[src/rtl/bullet_oam_writer_pkg.sv]
// Shared types for the bullet OAM: entry layout, directions, writer FSM states.
// The entry packing here is also read by bullet_engine.
package bullet_pkg;

   localparam int OAM_W        = 32;
   localparam int OAM_DIR_LSB  = 29;
   localparam int OAM_ACT_BIT  = 28;
   localparam int OAM_X_LSB    = 18;
   localparam int OAM_Y_LSB    = 8;
   localparam int OAM_OWN_LSB  = 6;
   localparam int OAM_TILE_LSB = 0;

   typedef enum logic [1:0] {
      DIR_UP    = 2'b00,
      DIR_RIGHT = 2'b01,
      DIR_DOWN  = 2'b10,
      DIR_LEFT  = 2'b11
   } dir_e;

   typedef struct packed {
      logic       rsvd;
      dir_e       dir;
      logic       active;
      logic [9:0] x;
      logic [9:0] y;
      logic [1:0] owner;
      logic [5:0] tile;
   } oam_entry_t;

   typedef struct packed {
      dir_e       dir;
      logic [9:0] x;
      logic [9:0] y;
      logic [1:0] owner;
   } slot_t;

   typedef enum logic [1:0] {
      ST_CLEAR,
      ST_IDLE,
      ST_SPAWN,
      ST_SWEEP
   } wr_state_e;

   function automatic oam_entry_t make_entry(input dir_e dir, input logic [9:0] x,
                                             input logic [9:0] y, input logic [1:0] owner,
                                             input logic [5:0] tile);
      logic [OAM_W-1:0] w;
      w = '0;
      w[OAM_DIR_LSB +: 2]  = dir;
      w[OAM_ACT_BIT]       = 1'b1;
      w[OAM_X_LSB +: 10]   = x;
      w[OAM_Y_LSB +: 10]   = y;
      w[OAM_OWN_LSB +: 2]  = owner;
      w[OAM_TILE_LSB +: 6] = tile;
      return oam_entry_t'(w);
   endfunction

endpackage

[src/rtl/bullet_oam_writer_if.sv]
// Fire/hit request side and OAM write port of the bullet OAM writer.
// master = the writer, slave = the surrounding game logic / OAM storage.
interface bullet_oam_writer_if #(parameter int N_SLOTS = 8) ();
   import bullet_pkg::*;

   localparam int AW = (N_SLOTS > 1) ? $clog2(N_SLOTS) : 1;

   logic             frame_tick;
   logic             fire_valid;
   logic             fire_ready;
   logic [9:0]       fire_x;
   logic [9:0]       fire_y;
   logic [1:0]       fire_dir;
   logic [1:0]       fire_owner;
   logic             hit_valid;
   logic [AW-1:0]    hit_slot;
   logic             oam_we;
   logic [AW-1:0]    oam_waddr;
   logic [OAM_W-1:0] oam_wdata;

   modport master (
      input  frame_tick, fire_valid, fire_x, fire_y, fire_dir, fire_owner,
             hit_valid, hit_slot,
      output fire_ready, oam_we, oam_waddr, oam_wdata
   );

   modport slave (
      output frame_tick, fire_valid, fire_x, fire_y, fire_dir, fire_owner,
             hit_valid, hit_slot,
      input  fire_ready, oam_we, oam_waddr, oam_wdata
   );

endinterface

[src/rtl/bullet_oam_writer_step.sv]
// Per-frame motion of one bullet: next x/y and an off-screen retire flag.
// With BULLET_WRAP_EN defined, coordinates wrap around the screen instead of retiring.
module bullet_step
   import bullet_pkg::*;
#(
   parameter int SPEED       = 4,
   parameter int SCREEN_W    = 640,
   parameter int SCREEN_H    = 480,
   parameter int BULLET_SIZE = 8
) (
   input  logic [9:0] i_x,
   input  logic [9:0] i_y,
   input  dir_e       i_dir,
   output logic [9:0] o_x,
   output logic [9:0] o_y,
   output logic       o_retire
);

   localparam logic [10:0] SPD = 11'(SPEED);
`ifdef BULLET_WRAP_EN
   localparam logic [10:0] W_LIM = 11'(SCREEN_W);
   localparam logic [10:0] H_LIM = 11'(SCREEN_H);
`else
   localparam logic [10:0] X_MAX = 11'(SCREEN_W - BULLET_SIZE);
   localparam logic [10:0] Y_MAX = 11'(SCREEN_H - BULLET_SIZE);
`endif

   logic [10:0] w_x;
   logic [10:0] w_y;

   assign w_x = {1'b0, i_x};
   assign w_y = {1'b0, i_y};

   always_comb begin
      o_x      = i_x;
      o_y      = i_y;
      o_retire = 1'b0;
      unique case (i_dir)
`ifdef BULLET_WRAP_EN
         DIR_UP:    o_y = (w_y < SPD) ? 10'(w_y + H_LIM - SPD) : 10'(w_y - SPD);
         DIR_DOWN:  o_y = ((w_y + SPD) >= H_LIM) ? 10'(w_y + SPD - H_LIM) : 10'(w_y + SPD);
         DIR_LEFT:  o_x = (w_x < SPD) ? 10'(w_x + W_LIM - SPD) : 10'(w_x - SPD);
         DIR_RIGHT: o_x = ((w_x + SPD) >= W_LIM) ? 10'(w_x + SPD - W_LIM) : 10'(w_x + SPD);
`else
         DIR_UP:    if (w_y < SPD) o_retire = 1'b1; else o_y = 10'(w_y - SPD);
         DIR_DOWN:  if ((w_y + SPD) > Y_MAX) o_retire = 1'b1; else o_y = 10'(w_y + SPD);
         DIR_LEFT:  if (w_x < SPD) o_retire = 1'b1; else o_x = 10'(w_x - SPD);
         DIR_RIGHT: if ((w_x + SPD) > X_MAX) o_retire = 1'b1; else o_x = 10'(w_x + SPD);
`endif
         default:   o_retire = 1'b0;
      endcase
   end

endmodule

[src/rtl/bullet_oam_writer.sv]
// Write-side owner of the bullet OAM: clears, spawns, sweeps and retires bullet slots.
// Edge behaviour selected by BULLET_WRAP_EN (see bullet_step).
module bullet_oam_writer
   import bullet_pkg::*;
#(
   parameter int         N_SLOTS     = 8,
   parameter int         SPEED       = 4,
   parameter int         SCREEN_W    = 640,
   parameter int         SCREEN_H    = 480,
   parameter int         BULLET_SIZE = 8,
   parameter logic [5:0] TILE_IDX    = 6'b000_001
) (
   input  logic                 clk,
   input  logic                 rst_n,
   bullet_oam_writer_if.master  bus,
   output logic [N_SLOTS-1:0]   active_mask,
   output logic                 busy,
   output logic                 tick_overrun
);

   localparam int AW = (N_SLOTS > 1) ? $clog2(N_SLOTS) : 1;

   wr_state_e          r_state, w_state_nxt;
   logic [AW-1:0]      r_idx, w_idx_nxt;
   logic [N_SLOTS-1:0] r_mask, w_mask_nxt;
   logic [N_SLOTS-1:0] r_kill, w_kill_nxt;
   slot_t              r_slot [N_SLOTS];
   logic               r_we, w_we;
   logic [AW-1:0]      r_waddr, w_waddr;
   logic [OAM_W-1:0]   r_wdata, w_wdata;
   logic               r_overrun;

   logic               w_sh_we;
   logic [AW-1:0]      w_sh_idx;
   slot_t              w_sh_val;
   slot_t              w_cur;
   logic [9:0]         w_nx, w_ny;
   logic               w_retire;
   logic [AW-1:0]      w_free_idx, w_kill_idx;
   logic               w_free_found, w_kill_any;
   logic               w_fire_rdy, w_hit_live, w_hit_cur;

   assign w_cur      = r_slot[r_idx];
   assign w_hit_live = bus.hit_valid && r_mask[bus.hit_slot];
   assign w_hit_cur  = bus.hit_valid && (bus.hit_slot == r_idx);

   bullet_step #(
      .SPEED       (SPEED),
      .SCREEN_W    (SCREEN_W),
      .SCREEN_H    (SCREEN_H),
      .BULLET_SIZE (BULLET_SIZE)
   ) u_step (
      .i_x      (w_cur.x),
      .i_y      (w_cur.y),
      .i_dir    (w_cur.dir),
      .o_x      (w_nx),
      .o_y      (w_ny),
      .o_retire (w_retire)
   );

   always_comb begin
      w_free_idx   = '0;
      w_free_found = 1'b0;
      w_kill_idx   = '0;
      w_kill_any   = 1'b0;
      for (int unsigned i = 0; i < N_SLOTS; i++) begin
         if (!r_mask[i] && !w_free_found) begin
            w_free_idx   = AW'(i);
            w_free_found = 1'b1;
         end
         if (r_kill[i] && !w_kill_any) begin
            w_kill_idx = AW'(i);
            w_kill_any = 1'b1;
         end
      end
   end

   // A hit marks the slot dead at once and queues its zero write; a sweep or
   // the IDLE kill service later drains the queue, so no hit is ever lost.
   always_comb begin
      w_state_nxt = r_state;
      w_idx_nxt   = r_idx;
      w_mask_nxt  = r_mask;
      w_kill_nxt  = r_kill;
      w_we        = 1'b0;
      w_waddr     = r_idx;
      w_wdata     = '0;
      w_sh_we     = 1'b0;
      w_sh_idx    = r_idx;
      w_sh_val    = '{dir: w_cur.dir, x: w_nx, y: w_ny, owner: w_cur.owner};
      w_fire_rdy  = 1'b0;

      if (r_state != ST_CLEAR && w_hit_live) begin
         w_mask_nxt[bus.hit_slot] = 1'b0;
         w_kill_nxt[bus.hit_slot] = 1'b1;
      end

      unique case (r_state)
         ST_CLEAR: begin
            w_we = 1'b1;
            if (r_idx == AW'(N_SLOTS - 1)) begin
               w_state_nxt = ST_IDLE;
               w_idx_nxt   = '0;
            end else begin
               w_idx_nxt = r_idx + 1'b1;
            end
         end
         ST_IDLE: begin
            w_fire_rdy = !bus.frame_tick && !(&r_mask) && !w_kill_any;
            if (bus.frame_tick) begin
               w_state_nxt = ST_SWEEP;
               w_idx_nxt   = '0;
            end else if (w_kill_any) begin
               w_we                   = 1'b1;
               w_waddr                = w_kill_idx;
               w_kill_nxt[w_kill_idx] = 1'b0;
            end else if (bus.fire_valid && w_fire_rdy) begin
               w_we                   = 1'b1;
               w_waddr                = w_free_idx;
               w_wdata                = make_entry(dir_e'(bus.fire_dir), bus.fire_x, bus.fire_y,
                                                   bus.fire_owner, TILE_IDX);
               w_mask_nxt[w_free_idx] = 1'b1;
               w_sh_we                = 1'b1;
               w_sh_idx               = w_free_idx;
               w_sh_val               = '{dir: dir_e'(bus.fire_dir), x: bus.fire_x,
                                          y: bus.fire_y, owner: bus.fire_owner};
               w_state_nxt            = ST_SPAWN;
            end
         end
         ST_SPAWN: w_state_nxt = ST_IDLE;
         ST_SWEEP: begin
            w_we              = 1'b1;
            w_kill_nxt[r_idx] = 1'b0;
            if (r_mask[r_idx] && !w_hit_cur && !w_retire) begin
               w_wdata = make_entry(w_cur.dir, w_nx, w_ny, w_cur.owner, TILE_IDX);
               w_sh_we = 1'b1;
            end else begin
               w_mask_nxt[r_idx] = 1'b0;
            end
            if (r_idx == AW'(N_SLOTS - 1)) begin
               w_state_nxt = ST_IDLE;
               w_idx_nxt   = '0;
            end else begin
               w_idx_nxt = r_idx + 1'b1;
            end
         end
         default: w_state_nxt = ST_CLEAR;
      endcase
   end

   always_ff @(posedge clk) begin
      if (!rst_n) begin
         r_state   <= ST_CLEAR;
         r_idx     <= '0;
         r_mask    <= '0;
         r_kill    <= '0;
         r_we      <= 1'b0;
         r_waddr   <= '0;
         r_wdata   <= '0;
         r_overrun <= 1'b0;
      end else begin
         r_state   <= w_state_nxt;
         r_idx     <= w_idx_nxt;
         r_mask    <= w_mask_nxt;
         r_kill    <= w_kill_nxt;
         r_we      <= w_we;
         r_waddr   <= w_waddr;
         r_wdata   <= w_wdata;
         r_overrun <= r_overrun |
                      (bus.frame_tick && r_state != ST_IDLE && r_state != ST_CLEAR);
      end
   end

   always_ff @(posedge clk) begin
      if (rst_n && w_sh_we) r_slot[w_sh_idx] <= w_sh_val;
   end

   assign bus.fire_ready = w_fire_rdy;
   assign bus.oam_we     = r_we;
   assign bus.oam_waddr  = r_waddr;
   assign bus.oam_wdata  = r_wdata;
   assign active_mask    = r_mask;
   assign busy           = (r_state != ST_IDLE);
   assign tick_overrun   = r_overrun;

endmodule

[src/flat_wrapper.sv]
// flat-port wrapper written by rule: the top's interface ports become plain ports
module bullet_oam_writer_flat import bullet_pkg::*;
#(
   parameter int         N_SLOTS     = 8,
   parameter int         SPEED       = 4,
   parameter int         SCREEN_W    = 640,
   parameter int         SCREEN_H    = 480,
   parameter int         BULLET_SIZE = 8,
   parameter logic [5:0] TILE_IDX    = 6'b000_001
)
  (clk, rst_n, active_mask, busy, tick_overrun, bus_frame_tick, bus_fire_valid, bus_fire_x, bus_fire_y, bus_fire_dir, bus_fire_owner, bus_hit_valid, bus_hit_slot, bus_fire_ready, bus_oam_we, bus_oam_waddr, bus_oam_wdata);
  bullet_oam_writer_if #(.N_SLOTS(N_SLOTS)) bus_i ();
  input  logic clk;
  input  logic rst_n;
  output logic [N_SLOTS-1:0] active_mask;
  output logic busy;
  output logic tick_overrun;
  input wire logic [$bits(bus_i.frame_tick)-1:0] bus_frame_tick;
  input wire logic [$bits(bus_i.fire_valid)-1:0] bus_fire_valid;
  input wire logic [$bits(bus_i.fire_x)-1:0] bus_fire_x;
  input wire logic [$bits(bus_i.fire_y)-1:0] bus_fire_y;
  input wire logic [$bits(bus_i.fire_dir)-1:0] bus_fire_dir;
  input wire logic [$bits(bus_i.fire_owner)-1:0] bus_fire_owner;
  input wire logic [$bits(bus_i.hit_valid)-1:0] bus_hit_valid;
  input wire logic [$bits(bus_i.hit_slot)-1:0] bus_hit_slot;
  output wire logic [$bits(bus_i.fire_ready)-1:0] bus_fire_ready;
  output wire logic [$bits(bus_i.oam_we)-1:0] bus_oam_we;
  output wire logic [$bits(bus_i.oam_waddr)-1:0] bus_oam_waddr;
  output wire logic [$bits(bus_i.oam_wdata)-1:0] bus_oam_wdata;
  assign bus_i.frame_tick = bus_frame_tick;
  assign bus_i.fire_valid = bus_fire_valid;
  assign bus_i.fire_x = bus_fire_x;
  assign bus_i.fire_y = bus_fire_y;
  assign bus_i.fire_dir = bus_fire_dir;
  assign bus_i.fire_owner = bus_fire_owner;
  assign bus_i.hit_valid = bus_hit_valid;
  assign bus_i.hit_slot = bus_hit_slot;
  assign bus_fire_ready = bus_i.fire_ready;
  assign bus_oam_we = bus_i.oam_we;
  assign bus_oam_waddr = bus_i.oam_waddr;
  assign bus_oam_wdata = bus_i.oam_wdata;
  bullet_oam_writer #(.N_SLOTS(N_SLOTS), .SPEED(SPEED), .SCREEN_W(SCREEN_W), .SCREEN_H(SCREEN_H), .BULLET_SIZE(BULLET_SIZE), .TILE_IDX(TILE_IDX)) u_core (.clk(clk), .rst_n(rst_n), .bus(bus_i), .active_mask(active_mask), .busy(busy), .tick_overrun(tick_overrun));
endmodule
[config.mk]
export PLATFORM = sky130hd
export DESIGN_NAME = bullet_oam_writer_flat
export DESIGN_NICKNAME = d
export VERILOG_FILES = /design/src/rtl/bullet_oam_writer_pkg.sv /design/src/rtl/bullet_oam_writer_if.sv /design/src/rtl/bullet_oam_writer_step.sv /design/src/rtl/bullet_oam_writer.sv /design/src/flat_wrapper.sv
export SDC_FILE = /design/constraint.sdc
export NUM_CORES = 1
export LEC_CHECK = 0
export CAP_MARGIN = 20
export CORE_MARGIN = 3
export CORE_UTILIZATION = 25
export CTS_CLUSTER_DIAMETER = 60
export CTS_CLUSTER_SIZE = 10
export DETAILED_ROUTE_END_ITERATION = 12
export SYNTH_ARGS = -nofsm -noshare
export SYNTH_HDL_FRONTEND = slang
export SYNTH_HIERARCHICAL = 1
export SYNTH_SLANG_ARGS = --single-unit
[constraint.sdc]
create_clock -name clk -period 12 [get_ports clk]
set_input_delay 1.8 -clock clk [delete_from_list [all_inputs] [get_ports clk]]
set_output_delay 1.8 -clock clk [all_outputs]
set_load 0.02 [all_outputs]
After elaboration in Yosys (flattened, before gate mapping)
Memories as Yosys holds them, arrays and structs flattened. A register that Yosys moved wholly into a read port is not among the register bits.
Cells that the tools add are included.
{"block": "word_totals", "register_bits": 58, "input_bits": 32, "mem_bits_rw": 192, "rom_bits": 0, "latch_bits": 0, "mem_count": 1, "out_inout_bits": 47, "word_cells": 210}
{"memory": "u_core.r_slot", "depth": 8, "word_bits": 24, "read_ports": 1, "rd_clocked_by_memory_dff": 1, "write_ports": 1, "line": "bullet_oam_writer.sv:27", "rtl": "slot_t r_slot [N_SLOTS];"}
{"block": "op_classes", "add_sub_neg": 5, "multipliers": 0, "bitwise": 10, "n_lt_le_gt_ge": 12, "n_mux": 99, "div": 0, "eq_ne": 13, "shift": 0, "reduce_logical": 62}
{"op": "24-bit two-way mux", "count": 4}
{"op": "32-bit two-way mux", "count": 2}
{"op": "8-bit two-way mux", "count": 8}
{"op": "32-bit one-hot mux with 2 select lines", "count": 1}
{"op": "31-bit two-way mux", "count": 2}
{"op": "3-bit two-way mux", "count": 19}
{"op": "10-bit two-way mux", "count": 4}
{"op": "10-bit one-hot mux with 2 select lines", "count": 2}
{"op": "1-bit two-way mux", "count": 36}
{"op": "8-bit AND", "count": 4}
{"op": "8-bit one-hot mux with 2 select lines", "count": 2}
{"op": "1-bit logical AND", "count": 29}
{"op": "1-bit logical NOT", "count": 25}
{"op": "8-bit NOT", "count": 3}
{"op": "10-bit by 3-bit adder with 11-bit output (second input constant)", "count": 2}
{"op": "10-bit by 3-bit less-than comparator with 1-bit output (second input constant)", "count": 2}
{"op": "10-bit by 3-bit subtractor with 10-bit output (second input constant)", "count": 2}
{"op": "3-bit by 4-bit less-than comparator with 1-bit output (second input constant)", "count": 4}
{"op": "2-bit two-way mux", "count": 8}
{"op": "8-bit bitwise OR", "count": 2}
{"op": "1-bit demux with 3-bit select", "count": 4}
{"op": "3-bit by 1-bit greater-or-equal comparator with 1-bit output (second input constant)", "count": 4}
{"op": "11-bit by 10-bit > comparator with 1-bit output (second input constant)", "count": 1}
{"op": "11-bit by 9-bit > comparator with 1-bit output (second input constant)", "count": 1}
{"op": "other kinds (21)", "count": 30}

Logic depth before layout (Yosys ltp)
{"block": "logic_depth", "depth_word": 32, "depth_mapped": 20, "depth_no_buf": 16}

By module
The synthesis kept the hierarchy.
{"mod": "bullet_oam_writer", "area_each_um2": 10298.6, "seq_area_each_um2": 6846.6, "cells_each": 688, "instances": 1}
{"mod": "bullet_step", "area_each_um2": 1283.7, "seq_area_each_um2": 0.0, "cells_each": 204, "instances": 1}

Worst setup path before layout
Ideal clock, no wire load.
{"block": "synth_path", "kind": "reg2reg", "startpoint": "register with a tool-made name", "endpoint": "memory u_core/r_slot[0][0] (netlist name) (enable)", "setup_slack_ns": 5.574, "path_stages_with_launch": 18, "arrival_ns": 5.988, "period_less_slack_ns": 6.426, "setup_time_ns": 0.438, "required_time_ns": 11.562, "path_cell_list": "dfxtp_1 > buf_2 > buf_2 > mux4_2 > mux2_2 > ha_1 > and4_4 > nand2_1 > xnor2_1 > o32a_1 > a31oi_4 > nand2_1 > a22o_1 > nand2b_1 > a21oi_1 > nand4_1 > or4_1 > o21ai_0"}
{"item": "end: declaration", "line": "bullet_oam_writer.sv:27"}

==> out/results.env <==
INITIAL_CORE_UTIL_PCT=25.41
DESIGN_POWER_TOTAL_mW=3.191
UNREPAIRED_SETUP_ENDPOINTS_AFTER_GLOBAL_ROUTING='no'
CLK_PWR_SHARE_PCT=25.7
CTS_SETUP_BUFFERS=0
DIE-WIDTH_MICRONS=221.2
FILL_CELLS=4521
FRACTION_OF_SYNTHESIS_FLOPS_USING_AN_ASYNCHRONOUS_SET_OR_RESET_PIN_PCT=0
GRT.OVERFLOW.TOTAL=0
PATH_MAX_FANOUT=26
DIEAREA_SQ_UM=48950
DIE_Y_MICRONS=221.2
GRT_FIRST_PASS_WIRELENGTH_MM=47.87
RELSLEWSLACK_PCT=40.13
AREA_GROWTH_PCT=19.37
CTSHOLDBUFFERS=0
P_SW_SHARE_PCT=36.26
LEADING_CELL_TYPE_IN_THE_LAYOUT_FILL_AND_TAPS_EXCLUDED='sky130_fd_sc_hd__edfxtp_1'
DRT-VIAS-PER-INSTANCE=5.012
SYNTH_ENABLE_FLOP_CELLS=192
VDD_DROP_MAX_uV=136.2
FINAL_NET_COUNT=997
DETAIL_ROUTE.DRC_VIOLATIONS=0
STD_CELL_ROWS=78
SWITCHINGPOWER_mW=1.157
FINALWIRELENGTH_MM=31.13
DP_HPWL_MM=19.50
AREA_TAKEN_BY_FLIP_FLOPS_AND_LATCHES_SQ_UM=6852
MULTI_INPUT_COMB_AREA_SQ_UM=4398
GRT_START_MAX_NET_PINS=49
SYNTH-SEQ-AREA-SHARE_PCT=59.11
SETUP_CP_TYPE='reg -> reg'
MIN-DELAY-START='u_core/tick_overrun$_SDFF_PN0_'
CTS_BUFFERS=30
FINAL-SETUP-VIOL-COUNT=0
TIMING.MAX_CAP.VIOLATIONS=0
WL_PER_CELL_MICRONS=19.74
CLOCK-SINKS=246
DRT_ITER0_DRC=946
COMMONEST_CELLS_AFTER_ROUTING_FILL_AND_TAPS_ASIDE='192 x sky130_fd_sc_hd__edfxtp_1, 103 x sky130_fd_sc_hd__nand2_1, 72 x sky130_fd_sc_hd__clkdlybuf4s50_1, 52 x sky130_fd_sc_hd__dfxtp_1, 48 x sky130_fd_sc_hd__mux4_2'
CTS.REPORTEDPATHS.CLKPINSLEW_NS=0.06
CTS-ROOT-TO-SINK-BUFFERS=3
FINAL-MAX-SLEW-VIOLATION-COUNT=0
P_LEAK_nW=4.538
INTPOWER_mW=2.034
CRITPATHREQUIREDTIME_NS=12.24
GRT_ANTENNA_BEFORE_REPAIR=0
DR_TOTAL_VIAS=7904
POST_ROUTE_CELLS_DRIVE_ABOVE_1_SHARE_PCT=15.76
HOLDCRITPATHCLASS='reg -> reg'
DETAIL_ROUTE.FIRST_PASS.ITERATIONS=5
PWR-SHARE-SEQ_PCT=37.0
FLOORPLAN.IO_PINS=79
POST_CTS_RESIZE_COUNT=0
MAX_FREQ_MHz=164.7
CRITPATHLAUNCHTYPE='flop'
CP.ARRIVAL_NS=6.31
FLIP_FLOP_AND_LATCH_COUNT_AFTER_SYNTHESIS=246
YOSYS.CELL_TYPES.COUNT=72
STATUS='complete, no violations'
WORST_SLEW_PIN_SLEW_NS=0.8971
ROUTE.ANTENNA.REMAINING_NETS=0
P_PER_AREA_nW_PER_UM2=230.8
GRT_USE_TOTAL_PCT=12.39
CORE_REGION_SQ_UM=45580
NETLIST_INSTANCES=892
GRT_PASS1_VIAS=7887
PORTBUFFERS=72
SYNTH-MAIN-FF-CELL='sky130_fd_sc_hd__edfxtp_1'
CLKLATENCYLATEPIN_NS=0.57
PERIOD_SHARE_PCT=50.59
CLOCK_TREE.HTREE_LEVEL_COUNT=1
TRITONCTS='yes'
MIN_PERIOD_NS=6.070
CTS.ROOT.BUFFER_CELL='sky130_fd_sc_hd__clkbuf_16'
YS.WARNINGS.COUNT=6
NETLIST_AREA_SQ_UM=11580
SHARE_COMB_OF_TOTAL_POWER_PCT=37.3
GP_ROUTABILITY_CONGESTION=0.8866
N_ANTENNA_CELL=0
HOLD_VIOL_FINAL=0
CLOCK_SKEW_NS=0.02611
FINALSETUPTNS_NS=0
AVGSYNTHCELLAREA_SQ_UM=12.98
CRIT_PATH_END_KIND='flop'
[cells in the mapped netlist (4+ instances only)]
library cell,instances,area (sq um)
sky130_fd_sc_hd__nand4_1,10,62.56
sky130_fd_sc_hd__inv_1,25,93.84
sky130_fd_sc_hd__nand2_1,103,386.6
sky130_fd_sc_hd__buf_2,17,85.08
sky130_fd_sc_hd__a31oi_1,14,87.58
sky130_fd_sc_hd__ha_1,12,150.1
sky130_fd_sc_hd__a22o_1,27,236.5
sky130_fd_sc_hd__mux4_2,48,1081
sky130_fd_sc_hd__a32oi_1,4,35.03
sky130_fd_sc_hd__a22oi_1,11,82.58
sky130_fd_sc_hd__a21oi_1,32,160.2
sky130_fd_sc_hd__nor3_1,20,100.1
sky130_fd_sc_hd__nor2b_1,12,75.07
sky130_fd_sc_hd__dfxtp_1,54,1081
sky130_fd_sc_hd__mux2_2,22,247.7
sky130_fd_sc_hd__nand2b_1,11,68.82
sky130_fd_sc_hd__o211ai_1,5,37.54
sky130_fd_sc_hd__xnor2_1,7,61.31
sky130_fd_sc_hd__a211oi_1,6,45.04
sky130_fd_sc_hd__nor2_1,48,180.2
sky130_fd_sc_hd__nand3_1,17,85.08
sky130_fd_sc_hd__and3_1,8,50.05
sky130_fd_sc_hd__mux2i_1,16,160.2
sky130_fd_sc_hd__edfxtp_1,192,5766
sky130_fd_sc_hd__clkbuf_1,30,112.6
sky130_fd_sc_hd__or2_2,6,37.54
sky130_fd_sc_hd__o31a_1,4,35.03
sky130_fd_sc_hd__o22ai_1,6,37.54
sky130_fd_sc_hd__buf_4,12,90.09
sky130_fd_sc_hd__o21ai_0,32,160.2
sky130_fd_sc_hd__nand3b_1,4,30.03
sky130_fd_sc_hd__buf_1,5,18.77
sky130_fd_sc_hd__xor2_1,4,35.03
sky130_fd_sc_hd__and2_1,4,25.02
[logic make-up after synthesis]
logic type,count (synthesis),synth area share (%)
AOI/OAI and AO/OA,182,11.19
xor gates and xnor gates,11,0.8318
adders and majority gates,12,1.296
buffers and inverters,90,3.554
DFF,246,59.11
muxes,86,12.86
other,1,0.03238
and+or+nand+nor,264,11.13
[path summary, 6_finish.rpt]
path / endpoint / slack [ns] / cells past startpoint
min: u_core/tick_overrun$_SDFF_PN0_ / 0.48 / 2
max reg2reg: u_core/r_slot[3][5]$_DFFE_PP_ / 5.93 / 17
min reg2reg: u_core/tick_overrun$_SDFF_PN0_ / 0.48 / 2
max: u_core/r_slot[3][5]$_DFFE_PP_ / 5.93 / 17
[per-stage QoR]
step | hold WS, ns | utilization [%] | cells | instance area, sq um | setup WS, ns
5_1_grt | 0.5350 | 30.34 | 1577 | 13830 | 5.333
2_1_floorplan | 0.4783 | - | 897 | 11600 | 5.574
3_3_place_gp | 0.4612 | 28.40 | 1521 | 12940 | 5.965
3_5_place_dp | 0.4641 | 28.40 | 1521 | 12940 | 5.879
4_1_cts | 0.4827 | 30.34 | 1577 | 13830 | 5.828
6_report | 0.4804 | 30.34 | 1577 | 13830 | 5.930
[critical path, cell delays in order (launching register included)]
cell and delay (ns):
sky130_fd_sc_hd__dfxtp_4 0.65, sky130_fd_sc_hd__buf_4 0.55, sky130_fd_sc_hd__mux4_2 0.56, sky130_fd_sc_hd__mux2_2 0.36, sky130_fd_sc_hd__ha_1 0.30, sky130_fd_sc_hd__and3_1 0.23, sky130_fd_sc_hd__a31oi_1 0.18, sky130_fd_sc_hd__mux2i_1 0.10
sky130_fd_sc_hd__a31oi_1 0.16, sky130_fd_sc_hd__a21o_1 0.38, sky130_fd_sc_hd__mux2i_1 0.13, sky130_fd_sc_hd__a22o_1 0.29, sky130_fd_sc_hd__nand2b_1 0.16, sky130_fd_sc_hd__a21oi_1 0.15, sky130_fd_sc_hd__and3_1 0.21, sky130_fd_sc_hd__nand4_1 0.21
sky130_fd_sc_hd__o22ai_2 0.70, sky130_fd_sc_hd__buf_4 0.39
[routing by layer]
metal  part of all wire [%]  wire length [microns]  global-route usage (%)  up-vias
met1                     45                  14130                   17.83     3959
met2                     45                  13940                   18.94      324
met3                    7.3                   2274                   2.441       59
li1                       -                      -                       -     3562
met5                      0                      0                       0        -
met4                    2.5                    786                   3.656        0
[final cells by class]
| class | count | area share [%] |
|---|---|---|
| flip-flops and latches | 246 | 49.56 |
| multi-input cells | 561 | 31.81 |
| repair buffers | 89 | 6.136 |
| clock buffers | 50 | 6.045 |
| well taps | 600 | 5.430 |
| inverters | 25 | 0.6787 |
| clock inverters | 6 | 0.3439 |
[state kept, by name (all words and copies together), names as in the netlist, named ones only]
signal / count
u_core/r_slot: 192
u_core/bus.oam_wdata: 25
u_core/active_mask: 8
u_core/r_kill: 8
u_core/bus.oam_waddr: 3
u_core/r_idx: 3
u_core/r_state: 2
u_core/bus.oam_we: 1
u_core/tick_overrun: 1
[power groups by stage]
stage	Sequential, mW	Combinational, mW	Clock (mW)
2_1_floorplan	1.17	0.894	0
3_3_place_gp	1.20	1.16	0
3_5_place_dp	1.20	1.18	0
4_1_cts	1.18	1.18	0.843
5_1_grt	1.19	1.31	0.877
6_report	1.18	1.19	0.821
Power figures use the tool's default switching activity.
